<file path="src/rtl/register_file.sv">
// 16 x 32-bit general register file: one synchronous write port, three combinational read ports.
// Optional macro WRITE_BYPASS_EN forwards PW to any read port whose select matches RW while E=1.
module register_file #(
  parameter int DATA_W = 32,
  parameter int ADDR_W = 4
) (
  input  logic              CLK,
  input  logic              RST_N,
  input  logic [DATA_W-1:0] PW,
  input  logic [ADDR_W-1:0] RW,
  input  logic              E,
  input  logic [ADDR_W-1:0] RA,
  input  logic [ADDR_W-1:0] RB,
  input  logic [ADDR_W-1:0] RC,
  output logic [DATA_W-1:0] PA,
  output logic [DATA_W-1:0] PB,
  output logic [DATA_W-1:0] PC
);

  localparam int NREG = 1 << ADDR_W;

  logic [DATA_W-1:0] regs_q [NREG];
  logic [NREG-1:0]   wr_sel_d;

  // One-hot write decoder; all-zero when the write port is idle.
  always_comb begin
    wr_sel_d     = '0;
    wr_sel_d[RW] = E;
  end

  always_ff @(posedge CLK or negedge RST_N) begin
    if (!RST_N) begin
      for (int i = 0; i < NREG; i++) regs_q[i] <= '0;
    end else begin
      for (int i = 0; i < NREG; i++) begin
        if (wr_sel_d[i]) regs_q[i] <= PW;
      end
    end
  end

  function automatic logic [DATA_W-1:0] read_port(input logic [ADDR_W-1:0] sel);
`ifdef WRITE_BYPASS_EN
    // Forwarding is suppressed during reset so held-reset reads stay zero.
    if (RST_N && E && (sel == RW)) return PW;
    else return regs_q[sel];
`else
    return regs_q[sel];
`endif
  endfunction

  assign PA = read_port(RA);
  assign PB = read_port(RB);
  assign PC = read_port(RC);

endmodule

</file>
<file path="config.mk">
export PLATFORM = sky130hd
export DESIGN_NAME = register_file
export DESIGN_NICKNAME = d
export VERILOG_FILES = /design/src/rtl/register_file.sv
export SDC_FILE = /design/constraint.sdc
export NUM_CORES = 1
export LEC_CHECK = 0
export ABC_CLOCK_PERIOD_IN_PS = 2650
export CORE_ASPECT_RATIO = 1.5
export CORE_MARGIN = 1
export CORE_UTILIZATION = 36
export DETAILED_ROUTE_END_ITERATION = 8
export DONT_BUFFER_PORTS = 1
export HOLD_SLACK_MARGIN = 0.06
export SLEW_MARGIN = 20
export SYNTH_ARGS = -nofsm -noshare
export SYNTH_HDL_FRONTEND = slang
export SYNTH_SLANG_ARGS = --single-unit
</file>
<file path="constraint.sdc">
create_clock -name CLK -period 2.65 [get_ports CLK]
set_clock_uncertainty 0.2 [all_clocks]
set_input_delay 0.1325 -clock CLK [delete_from_list [all_inputs] [get_ports CLK]]
set_output_delay 0.1325 -clock CLK [all_outputs]
set_load 0.02 [all_outputs]
</file>
==> run summary <==
status -> finished, violations left
failing checks -> negative hold slack, max-slew violations
vias in the first global route -> 21000
sequential share of power -> 44.2%
Sw Ratio -> 29.2%
Die Y -> 356 um
Resized cells post-CTS -> 0
Top-Level Pins -> 147
Gate Count Post-Synth -> 1947
postcts setup bufs -> 0
Die ar. -> 84900 um2
P_int -> 18100 uW
Clock power frac -> 29.8%
Max Root-Sink Buffers -> 3
share of layout cells above drive strength 1 -> 53.8%
count of nets after finishing -> 1914
# hold bufs at CTS -> 40
count of cell types in the netlist -> 19
slew margin rel. -> -13.3%
Cell Area, Synth -> 30200 um2
Via density -> 6.35
initial core utilization -> 36.5%
switching power -> 7470 uW
total global-route track usage -> 22.4%
antenna diode count -> 0
CTS Buf Count -> 52
TritonCTS clock tree -> done
MaxCap Viol Count -> 0
largest net degree at the start of global routing -> 513
Remaining DRCs -> 0
Met1 Wirelength -> 34800 um
dpl ws -> 0.573 ns
die width -> 238 um
static leakage -> 0.0131 uW
overall power -> 25600 uW
Top cell by count, worst path -> dlygate4sd3_1
Worst setup SP type -> input port
synthesized flop and latch total -> 512
maximum vdd drop -> 455 uV
Ys Warns -> 0
first-pass detailed-route iteration total -> 7
pin slew with the least headroom to its limit -> 1.70 ns
slowest stage delay, CP -> 0.62 ns
fmax -> 390 MHz
met2 wire len -> 49200 um
Root Driver -> clkbuf_16
Hold Slack -> -0.896 ns
final worst path period share -> 96.9%
Synth Net Count -> 1998
cell family with most CP delay -> buffers and inverters
Core Area -> 82600 um2
min Tclk post-route -> 2.57 ns
Logic pwr share -> 25.9%
GP Congestion -> 0.783
top flop regs -> regs_q: 512 flops
Port Buffers -> 0
Seq/Total Area, Yosys -> 42.5%
WL/cell -> 31.3 um
largest register by flop count -> regs_q
routed wire length -> 94200 um
P&R area growth vs syn -> 10.9%
Final TNS setup -> 0 ns
RSZ-0062 raised after global routing -> false
setup ws final -> 0.0834 ns
dpl cell area -> 31300 um2
Hold WC Path Type -> in -> async
Max FO, Critical Path -> 32
number of H-tree levels -> 2
Finished Core Util -> 40.5%
max reg flops -> 512
CP required -> 2.94 ns
clock latency on the worst-skew pair -> 0.59 ns
Max Slew Vio Count -> 205
Final setup viols -> 0
grt total ovfl -> 0
DP HPWL -> 51600 um
crit path DAT -> 2.86 ns
Worst path slowest cell -> dlygate4sd3_1
first-pass GRT wire length -> 140000 um
Crit Path Class -> in -> reg
CP Cell Sequence -> dlygate4sd3_1, nor3b_2, dlygate4sd3_1, nand3b_1, buf_12, mux2_2, dlygate4sd3_1
Avg Inst Size Synth -> 15.5 um2
Bufs and invs on worst path -> 4
Fin. Hold Viols -> 512
met3 WL -> 5550 um
Worst setup EP type -> flop
Clk pin slew, worst setup/hold paths -> 0.06 ns
total clock sinks -> 512
antenna violations before repair -> 6
Top Layer Used -> met5
1st-iter DRT viols -> 1432
DR vias -> 19100
final instance area -> 33400 um2
power per cell area -> 766 nW/um2
post-route ant nets -> 0
FP Rows -> 129
-- per-layer routing --
layer  GRT usage, %  vias up
met4           10.7        6
li1               -     7669
met1           26.7    10500
met3           3.95      251
met2           39.2      737
met5              0        -
-- cell type report --
class / count / area, um2
clock inverter: 15 / 194
tap: 1113 / 1390
fill: 7596 / 49200
timing repair buffer: 77 / 953
multi-input combinational: 1220 / 16600
clock buffer: 76 / 1530
sequential: 512 / 12800
-- Yosys cell counts, drive strengths merged --
library cell  instances  share of area, %
nand2                98               1.2
buf                  99               1.6
mux4                384                29
nor3b                 1             0.041
nand3                 1             0.017
nor2                 13              0.16
dfrtp               512                42
clkbuf              116               1.4
or3                   3             0.062
nand2b                2             0.041
nand3b                4              0.10
and2                  3             0.062
mux2                512                19
nor2b                 6              0.12
and3                  1             0.021
a22oi               192               4.8
-- cells by family after synthesis --
| kind of cell | Yosys count | share of synthesized area (%) |
|---|---|---|
| buffers and inverters | 215 | 3.07 |
| AO/OA/AOI/OAI | 192 | 4.78 |
| multiplexers | 896 | 47.8 |
| AND/OR/NAND/NOR | 132 | 1.85 |
| flip-flops | 512 | 42.5 |
-- power groups by stage --
stage	Clock, uW	Sequential (uW)	Combinational, uW
2_1_floorplan	0	10900	5710
3_3_place_gp	0	11200	6380
3_5_place_dp	0	11400	6540
4_1_cts	7780	11300	6710
5_1_grt	8050	11600	7030
6_report	7640	11300	6640
-- metrics by stage --
stage | hold slack [ns] | cells
CTS | -0.954 | 3013
detailed placement | -0.306 | 2882
finish | -0.896 | 3013
floorplan | -0.363 | 1947
global route | -0.928 | 3013
global placement | -0.306 | 2882
-- final timing paths --
path / from / to / slack (ns) / cells past startpoint
max: RW[2] / regs_q[473]$_DFFE_PN0P_ / 0.08 / 7
min: RST_N / regs_q[155]$_DFFE_PN0P_ / -0.90 / 0
max reg2reg: regs_q[183]$_DFFE_PN0P_ / regs_q[183]$_DFFE_PN0P_ / 1.10 / 2
min reg2reg: regs_q[243]$_DFFE_PN0P_ / regs_q[243]$_DFFE_PN0P_ / 0.34 / 1
max in group asynchronous: RST_N / regs_q[75]$_DFFE_PN0P_ / 1.87 / 0
min in group CLK: RW[3] / regs_q[407]$_DFFE_PN0P_ / 0.11 / 4
-- placed cells by master (no fill, tap or decap), drive strengths merged --
master,synthesis,layout
mux4,384,384
and2,3,3
nor3b,1,1
clkinv,0,6
nand2b,2,2
nor2,13,13
nand3,1,1
dlygate4sd3,0,40
inv,0,2
nand3b,4,4
a22oi,192,192
and3,1,1
clkbuf,116,76
buf,99,37
or3,3,3
nand2,98,98
mux2,512,512
clkinvlp,0,3
nor2b,6,6
dfrtp,512,512
bufinv,0,4
(Power assumes the default switching activity.)
